**src/rtl/dca_matrix_lsu_rdata_aligner.sv**
```systemverilog
// Gathers the AXI R beats of one row transaction, right-aligns them by the start bit offset
// and zero-fills masked columns. Optional rresp checking: DCA_RDATA_ALIGNER_RRESP_CHECK_EN.
module dca_matrix_lsu_rdata_aligner #(
    parameter int unsigned BW_AXI_DATA    = 32,
    parameter int unsigned BW_ROW_BUFFER  = 128,
    parameter int unsigned MATRIX_NUM_COL = 4
) (
    input  logic                           clk,
    input  logic                           rstnn,
    input  logic                           txn_valid,
    output logic                           txn_ready,
    input  logic [$clog2(BW_AXI_DATA)-1:0] txn_bitoffset,
    input  logic [7:0]                     txn_alen,
    input  logic [2:0]                     txn_addr_lsa_p3,
    input  logic [MATRIX_NUM_COL-1:0]      txn_col_mask,
    input  logic                           rvalid,
    output logic                           rready,
    input  logic [BW_AXI_DATA-1:0]         rdata,
    input  logic [1:0]                     rresp,
    input  logic                           rlast,
    output logic                           row_valid,
    input  logic                           row_ready,
    output logic [BW_ROW_BUFFER-1:0]       row_data,
    output logic                           err_flag,
    input  logic                           err_clear
);

    localparam int unsigned MAX_BEAT = BW_ROW_BUFFER / BW_AXI_DATA + 1;
    localparam int unsigned BUF_W    = MAX_BEAT * BW_AXI_DATA;
    localparam int unsigned OFS_W    = $clog2(BW_AXI_DATA);
    localparam int unsigned CNT_W    = 9;

    typedef enum logic [1:0] {
        S_IDLE,
        S_COLLECT,
        S_ALIGN,
        S_OUTPUT
    } state_t;

    state_t                    state_q, state_d;
    logic [OFS_W-1:0]          ofs_q, ofs_d;
    logic [7:0]                alen_q, alen_d;
    logic [2:0]                lsa_q, lsa_d;
    logic [MATRIX_NUM_COL-1:0] mask_q, mask_d;
    logic [CNT_W-1:0]          cnt_q, cnt_d;
    logic [BUF_W-1:0]          gbuf_q, gbuf_d;
    logic [BW_ROW_BUFFER-1:0]  row_q, row_d;
    logic                      err_q, err_d;

    logic                      beat_acc;
    logic                      err_set;
    logic [BUF_W-1:0]          shifted;
    logic [BW_ROW_BUFFER-1:0]  col_bits;

    assign beat_acc = (state_q == S_COLLECT) && rvalid;
    assign shifted  = gbuf_q >> ofs_q;

    // Column of bit j is j >> lsa; columns past the mask width shift out to zero.
    always_comb begin
        logic [MATRIX_NUM_COL-1:0] msh;
        col_bits = '0;
        msh      = '0;
        for (int unsigned j = 0; j < BW_ROW_BUFFER; j++) begin
            msh         = mask_q >> (j >> lsa_q);
            col_bits[j] = msh[0];
        end
    end

`ifdef DCA_RDATA_ALIGNER_RRESP_CHECK_EN
    assign err_set = beat_acc &&
                     ((rlast && (cnt_q != {1'b0, alen_q})) || (rresp != 2'b00));
`else
    logic unused_rresp;
    assign unused_rresp = ^rresp;
    assign err_set      = beat_acc && rlast && (cnt_q != {1'b0, alen_q});
`endif

    assign err_d = err_set | (err_q & ~err_clear);

    always_comb begin
        state_d = state_q;
        ofs_d   = ofs_q;
        alen_d  = alen_q;
        lsa_d   = lsa_q;
        mask_d  = mask_q;
        cnt_d   = cnt_q;
        gbuf_d  = gbuf_q;
        row_d   = row_q;
        case (state_q)
            S_IDLE: begin
                if (txn_valid) begin
                    ofs_d   = txn_bitoffset;
                    alen_d  = txn_alen;
                    lsa_d   = (txn_addr_lsa_p3 > 3'd5) ? 3'd5 : txn_addr_lsa_p3;
                    mask_d  = txn_col_mask;
                    cnt_d   = '0;
                    gbuf_d  = '0;
                    state_d = S_COLLECT;
                end
            end
            S_COLLECT: begin
                if (rvalid) begin
                    // Beats past the gather depth match no slot and are dropped.
                    for (int unsigned b = 0; b < MAX_BEAT; b++) begin
                        if (cnt_q == CNT_W'(b)) begin
                            gbuf_d[b*BW_AXI_DATA +: BW_AXI_DATA] = rdata;
                        end
                    end
                    if (cnt_q != '1) begin
                        cnt_d = cnt_q + 1'b1;
                    end
                    if (rlast) begin
                        state_d = S_ALIGN;
                    end
                end
            end
            S_ALIGN: begin
                row_d   = shifted[BW_ROW_BUFFER-1:0] & col_bits;
                state_d = S_OUTPUT;
            end
            S_OUTPUT: begin
                if (row_ready) begin
                    state_d = S_IDLE;
                end
            end
            default: state_d = S_IDLE;
        endcase
    end

    always_ff @(posedge clk or negedge rstnn) begin
        if (!rstnn) begin
            state_q <= S_IDLE;
            ofs_q   <= '0;
            alen_q  <= '0;
            lsa_q   <= '0;
            mask_q  <= '0;
            cnt_q   <= '0;
            gbuf_q  <= '0;
            row_q   <= '0;
            err_q   <= 1'b0;
        end else begin
            state_q <= state_d;
            ofs_q   <= ofs_d;
            alen_q  <= alen_d;
            lsa_q   <= lsa_d;
            mask_q  <= mask_d;
            cnt_q   <= cnt_d;
            gbuf_q  <= gbuf_d;
            row_q   <= row_d;
            err_q   <= err_d;
        end
    end

    assign txn_ready = (state_q == S_IDLE);
    assign rready    = (state_q == S_COLLECT);
    assign row_valid = (state_q == S_OUTPUT);
    assign row_data  = row_q;
    assign err_flag  = err_q;

endmodule

```
**config.mk**
```make
export PLATFORM = sky130hd
export DESIGN_NAME = dca_matrix_lsu_rdata_aligner
export DESIGN_NICKNAME = d
export VERILOG_FILES = /design/src/rtl/dca_matrix_lsu_rdata_aligner.sv
export SDC_FILE = /design/constraint.sdc
export NUM_CORES = 1
export LEC_CHECK = 0
export CAP_MARGIN = 20
export CORE_AREA = 2 2 282 284
export DETAILED_ROUTE_END_ITERATION = 7
export DIE_AREA = 0 0 284 286
export DONT_BUFFER_PORTS = 1
export PLACE_DENSITY = 0.47
export RECOVER_POWER = 100
export SLEW_MARGIN = 20
export SYNTH_ARGS = -nofsm -noshare
export SYNTH_HDL_FRONTEND = slang
export SYNTH_SLANG_ARGS = --single-unit
export TNS_END_PERCENT = 1
```
**constraint.sdc**
```tcl
create_clock -name clk -period 4.1 [get_ports clk]
set_input_delay 0.82 -clock clk [delete_from_list [all_inputs] [get_ports clk]]
set_output_delay 0.82 -clock clk [all_outputs]
set_load 0.05 [all_outputs]
```
==> results.tsv, run 1 <==
stage	metric	value	unit
logic_synthesis	synth_ff_type	dfrtp_1	
outcome	status	finished, violations left	
sta	fin_ws	0.274	ns
setup_path	crit_type	register to register	
logic_synthesis	synth_common_cells	337 x nand2_1, 319 x dfrtp_1, 217 x clkbuf_1	
grt	grt-ovfl-total	0	
setup_path	max_stage_delay	0.78	ns
routing	highest_layer	met5	
logic_synthesis	ys_seq_area_share	29.3	%
routing	drc	0	
final_layout	layout-drive-gt1-share	22.0	%
sta	setup-tns-final	0	ns
clocking	root_buffer	clkbuf_16	
grt	grt_pass1_wl	196000	µm
sta	setup_viol	0	
logic_synthesis	postSynthCellCount	2808	
logic_synthesis	synth.distinct_cells	83	
clocking	cts.sinks	319	
logic_synthesis	synth-edff-count	0	
clocking	insertion_delay	0.59	ns
sta	drv_slew	212	
setup_path	endpoint	row_data[67]$_DFFE_PN0P_	
clocking	cts.path.max_buffers	3	
setup_path	critPathLaunchType	register	
logic_synthesis	synthMostInstantiatedCell	nand2_1	
routing	first_pass_iters	6	
logic_synthesis	syn-num-nets	2891	
job	drv_cap	4	
clocking	cts-htree-levels	2	
floorplan	io_pins	193	
clocking	post_cts_buffers	0	
routing	vias_per_cell	6.70	
grt	gr-usage-all-layers	33.4	%
setup_path	worstReg2RegEnd	row_data[67]$_DFFE_PN0P_	
setup_path	r2r_slack	0.27	ns
grt	grt_start_max_net_pins	320	
setup_path	cpMaxStageDelayCell	o31ai_1	
routing	drtIter0Drc	3140	
routing	wl_met2	65200	µm
placed_design	place_congestion	0.999	
floorplan	rows	103	
floorplan	die-area	81200	µm²
final_layout	synthToLayoutAreaGrowth	10.8	%
sta	max_freq	0.261	GHz
sta	tightestPinTransition	3.21	ns
final_layout	postLayoutCellArea	30200	µm²
sta	fin_crit_sh	93.3	%
routing	drt-wirelength-per-cell	36.8	µm
logic_synthesis	post_synth_instance_area	27200	µm²
outcome	violations	capacitance limit, slew limit	
logic_synthesis	synth_top_cells_by_area	dfrtp_1 29%, mux4_2 15%, mux2i_1 7.5%, mux2_2 6.7%, nand2_1 4.6%	
min_path	hp-class	input port to asynchronous set/reset pin	
logic_synthesis	synth_warnings	0	
floorplan	die_w	284	µm
setup_path	cp.arrival	4.31	ns
floorplan	die_y	286	µm
routing	wl_met1	58200	µm
grt	antenna_found_initial	1	
sta	finClkSkew	0.0316	ns
clocking	clk_pin_slew_worst_paths	0.06	ns
logic_synthesis	ys_seq_elements	319	
sta	period_needed	3.83	ns
clocking	cts_tree	built	
setup_path	reg2reg_depth	9	
setup_path	crit_required	4.59	ns
final_layout	final.fill_count	7940	
logic_synthesis	async_reset_ff_share	100	%
clocking	cts_resized	0	
placed_design	io_buffer_count	0	
clocking	cts_made_buffers	41	
grt	grt_pass1_vias	24500	
routing	dr_wl_met3	10400	µm
setup_path	cp_max_fo	16	
logic_synthesis	synth_top_cell_by_area	dfrtp_1	
setup_path	cp_cell_sequence	buf_4 -> inv_1 -> clkbuf_2 -> ha_1 -> and2_1 -> nor2_1 -> o31ai_1 -> o221ai_1 -> o32ai_1	
sta	rsz0062_at_grt	no	
setup_path	critPathCaptureType	register	
final_layout	fin_nets	2805	
sta	hold_viol	0	
routing	routed_wl	140000	µm
setup_path	startpoint	lsa_q[1]$_DFFE_PN0P_	
routing	postRouteAntennaNets	0	
logic_synthesis	syn_area_per_cell	9.69	µm²
placed_design	post-place-ws	0.574	ns
placed_design	dpl.hpwl	106000	µm
routing	dr_total_vias	25500	
floorplan	initial_core_util	34.7	%
final_layout	postLayoutCoreUtil	38.5	%
placed_design	dpl_cell_area	28800	µm²
setup_path	reg2reg_from	lsa_q[1]$_DFFE_PN0P_	
sta	slew_headroom	-114	%
logic_synthesis	netlist.area_leader.share	29.3	%
floorplan	core	78400	µm²
[state kept, by name, indices dropped and copies added (netlist names)]
name / flops
alen_q: 8
cnt_q: 9
err_flag: 1
gbuf_q: 159
lsa_q: 3
mask_q: 4
ofs_q: 5
row_data: 128
state_q: 2
[cell type report]
type | count | area [µm²] | area share, %
Clock inverter | 14 | 244 | 0.809
Clock buffer | 60 | 1200 | 3.97
Timing Repair Buffer | 163 | 1300 | 4.30
Multi-Input combinational cell | 2151 | 17900 | 59.4
Inverter | 46 | 185 | 0.614
Sequential cell | 319 | 8000 | 26.5
Antenna cell | 1 | 2.50 | 0.00830
Tap cell | 1050 | 1310 | 4.36
[through the flow]
step / std cells / hold slack [ns]
CTS: 3797 / -0.0591
floorplan: 2808 / 0.449
detailed placement: 3723 / 0.516
global route: 3803 / 0.232
global placement: 3723 / 0.516
finish: 3804 / 0.175
[critical path: cells and delay by family, from the launching register on]
kind	cells	cell delay, ns
AOI/OAI and AO/OA	3	1.35
buffers and inverters	3	0.82
and+or+nand+nor	2	0.67
adders and majority gates	1	0.51
DFF	1	0.36
[metal layers]
metal / track usage (%) / vias up
met5: 0 / -
met4: 13.1 / 2
li1: - / 10700
met3: 5.81 / 254
met2: 53.9 / 1301
met1: 44.6 / 13200
[cell families after synthesis]
kind of cell,count (synthesis),synth area share (%)
adder cells (fa/ha/maj),22,1.01
buffers and inverters,338,5.01
XOR/XNOR,11,0.354
AND/OR/NAND/NOR,736,12.5
multiplexers,570,30.4
AO/OA/AOI/OAI,812,21.3
flip-flops,319,29.3
[how the worst min path moves through the flow]
stage	end	cells past startpoint
6_report	mask_q[1]$_DFFE_PN0P_	1
3_5_place_dp	gbuf_q[2]$_DFFE_PN0P_	2
5_1_grt	mask_q[1]$_DFFE_PN0P_	1
4_1_cts	mask_q[1]$_DFFE_PN0P_	0
2_1_floorplan	gbuf_q[0]$_DFFE_PN0P_	2
3_3_place_gp	gbuf_q[2]$_DFFE_PN0P_	2
[placed cells by master, fill, tap and decap left out, drive strengths merged, types with 10 or more instances in the layout]
master	netlist	final
mux2i	205	205
buf	75	142
clkbuf	217	81
nand3	45	45
and3	10	10
xnor2	10	10
a221oi	20	20
mux2	182	182
a22o	78	78
inv	43	46
and2	25	25
o41ai	10	10
ha	22	22
a21oi	85	85
o2bb2ai	54	54
a22oi	29	29
or2	16	16
o311ai	11	11
o32ai	20	20
nand4	13	13
o221ai	30	30
nor2b	48	48
o211ai	24	24
dfrtp	319	319
a211oi	17	17
nor3	36	36
o21ai	201	201
a31oi	23	23
nand2	337	337
a21o	19	19
a32o	31	31
o22ai	51	51
o31ai	12	12
nand2b	29	29
nor2	130	130
mux4	183	183
Power of run 1 is not shown: default switching activity piles up to over one toggle a cycle in this logic, so the estimate is an artifact.
==> run 2, diff against run 1 <==
--- a/config.mk
+++ b/config.mk
@@ -12,6 +12,7 @@
 export DONT_BUFFER_PORTS = 1
 export PLACE_DENSITY = 0.47
 export RECOVER_POWER = 100
+export SKIP_LAST_GASP = 1
 export SLEW_MARGIN = 20
 export SYNTH_ARGS = -nofsm -noshare
 export SYNTH_HDL_FRONTEND = slang
==> results of run 2 <==
The final DEF is identical to that of run 1; final timing and power are the same.
Power of run 2 is left out for the same reason.
==> run 3, diff against run 2 <==
--- a/config.mk
+++ b/config.mk
@@ -11,7 +11,6 @@
 export DIE_AREA = 0 0 284 286
 export DONT_BUFFER_PORTS = 1
 export PLACE_DENSITY = 0.47
-export RECOVER_POWER = 100
 export SKIP_LAST_GASP = 1
 export SLEW_MARGIN = 20
 export SYNTH_ARGS = -nofsm -noshare
==> run 3 against run 2 <==
Net effect: the flow now finishes without violations; wire length hardly changed; setup slack better by 0.27 ns; critical path type unchanged; clock skew down 0.0013 ns.
==> results.tsv, run 3 (synthesis gave the netlist of run 1 again) <==
stage	metric	value	unit	change
floorplan	core	78400	µm²	unchanged
sta	tightestPinTransition	1.10	ns	-2.11 ns
placed_design	dpl.hpwl	106000	µm	unchanged
sta	slew_headroom	26.9	%	+140 points
min_path	hp-class	input port to asynchronous set/reset pin		
routing	routed_wl	140000	µm	about the same
final_layout	antenna_cells	0		-1
routing	wl_met2	64800	µm	-0.63%
setup_path	cp_max_fo	16		unchanged
final_layout	layout_common_cells	337 x nand2_1, 313 x dfrtp_1, 205 x mux2i_1		
clocking	cts.path.max_buffers	3		unchanged
routing	wl_met1	58400	µm	+0.33%
sta	fin_crit_sh	86.8	%	-6.5 points
sta	setup_viol	0		unchanged
grt	grt_pass1_vias	24500		unchanged
final_layout	top_register	gbuf_q		
sta	drv_slew	0		-100%
setup_path	cp_cell_sequence	buf_4 -> inv_1 -> buf_4 -> ha_1 -> and2_1 -> nor2_1 -> o31ai_1 -> o221ai_1 -> o32ai_1		
routing	postRouteAntennaNets	0		unchanged
routing	vias_per_cell	6.71		about the same
sta	setup-tns-final	0	ns	unchanged
placed_design	io_buffer_count	0		unchanged
floorplan	die_y	286	µm	unchanged
setup_path	reg2reg_depth	9		unchanged
final_layout	synthToLayoutAreaGrowth	11.5	%	
floorplan	die-area	81200	µm²	unchanged
final_layout	fin_nets	2805		unchanged
final_layout	layout-drive-gt1-share	23.4	%	+1.4 points
floorplan	initial_core_util	34.7	%	unchanged
floorplan	io_pins	193		unchanged
grt	grt_start_max_net_pins	320		unchanged
grt	antenna_found_initial	1		unchanged
final_layout	postLayoutCoreUtil	38.7	%	+0.22 points
setup_path	cp_num_buf_inv	3		unchanged
clocking	cts_made_buffers	41		unchanged
placed_design	place_congestion	0.999		unchanged
setup_path	r2r_slack	0.54	ns	+0.27 ns
clocking	root_buffer	clkbuf_16		
routing	dr_wl_met3	10400	µm	+0.69%
clocking	post_cts_buffers	0		unchanged
routing	first_pass_iters	8		+2
job	drv_cap	0		-4
routing	drtIter0Drc	3181		+1.3%
sta	hold_viol	0		unchanged
setup_path	critPathLaunchType	register		
routing	drt-wirelength-per-cell	36.9	µm	about the same
final_layout	final_common_cell	nand2_1		
final_layout	largest_reg_flops	159		unchanged
clocking	cts_tree	built		
setup_path	critical_path.most_common_cell	buf_4		
setup_path	cpMaxStageDelayCell	o31ai_1		
setup_path	critPathTopFamily	compound AO/OA/AOI/OAI gates		
setup_path	crit_cells	9		unchanged
routing	drc	0		unchanged
setup_path	crit_required	4.59	ns	about the same
sta	period_needed	3.56	ns	-0.267 ns
grt	grt_pass1_wl	196000	µm	unchanged
sta	rsz0062_at_grt	no		
clocking	insertion_delay	0.59	ns	about the same
floorplan	rows	103		unchanged
sta	max_freq	0.281	GHz	+7.5%
outcome	status	completed		
clocking	clk_pin_slew_worst_paths	0.07	ns	about the same
grt	gr-usage-all-layers	33.4	%	unchanged
grt	grt-ovfl-total	0		unchanged
clocking	cts.sinks	319		unchanged
setup_path	cp.arrival	4.05	ns	-0.26 ns
setup_path	crit_type	register to register		
clocking	cts-htree-levels	2		unchanged
clocking	cts_resized	0		unchanged
setup_path	critPathCaptureType	register		
floorplan	die_w	284	µm	unchanged
routing	highest_layer	met5		
routing	dr_total_vias	25500		+0.035%
setup_path	max_stage_delay	0.76	ns	-0.02 ns
sta	finClkSkew	0.0303	ns	-0.00125 ns
==> run 3: cell count changes in the layout (fill, tap and decap cells not counted), sizes merged <==
cell	delta
diode	-1
buf	+20
clkbuf	-20
==> run 3: worst register-to-register path: stages (launching register included) <==
cell      delay, ns
dfrtp_1        0.36
buf_4          0.20
inv_1          0.12
buf_4          0.33
ha_1           0.47
and2_1         0.58
nor2_1         0.09
o31ai_1        0.76
o221ai_1       0.25
o32ai_1        0.32
==> run 3: through the flow <==
step	cell area, µm²	cells	hold slack [ns]	setup slack [ns]
6_report	30300	3803	0.0705	0.542
5_1_grt	30300	3803	0.0803	0.476
4_1_cts	30200	3797	-0.0591	0.570
3_5_place_dp	28800	3723	0.516	0.574
3_3_place_gp	28800	3723	0.516	0.573
2_1_floorplan	27200	2808	0.449	0.796
==> run 3: worst paths after layout <==
kind | to | startpoint
worst min register to register | alen_q[3]$_DFFE_PN0P_ | alen_q[3]$_DFFE_PN0P_
min in group clk | err_flag$_DFF_PN0_ | err_clear
worst max-delay path | row_data[67]$_DFFE_PN0P_ | lsa_q[1]$_DFFE_PN0P_
worst max register to register | row_data[67]$_DFFE_PN0P_ | lsa_q[1]$_DFFE_PN0P_
max in group asynchronous | row_data[82]$_DFFE_PN0P_ | rstnn
worst min-delay path | row_data[4]$_DFFE_PN0P_ | rstnn
==> run 3: final cells by class <==
class / count / area, µm²
Fill cell: 7904 / 48000
Multi-Input combinational cell: 2151 / 18000
Sequential cell: 319 / 8000
Tap cell: 1050 / 1310
Clock buffer: 60 / 1200
Inverter: 46 / 185
Timing Repair Buffer: 163 / 1440
Clock inverter: 14 / 244
==> run 3: routing by layer <==
metal / GRT usage (%) / vias to the layer above
met5: 0 / -
met4: 13.1 / 2
met3: 5.81 / 256
met2: 53.9 / 1300
met1: 44.6 / 13200
li1: - / 10700
Power of run 3 is left out for the same reason.
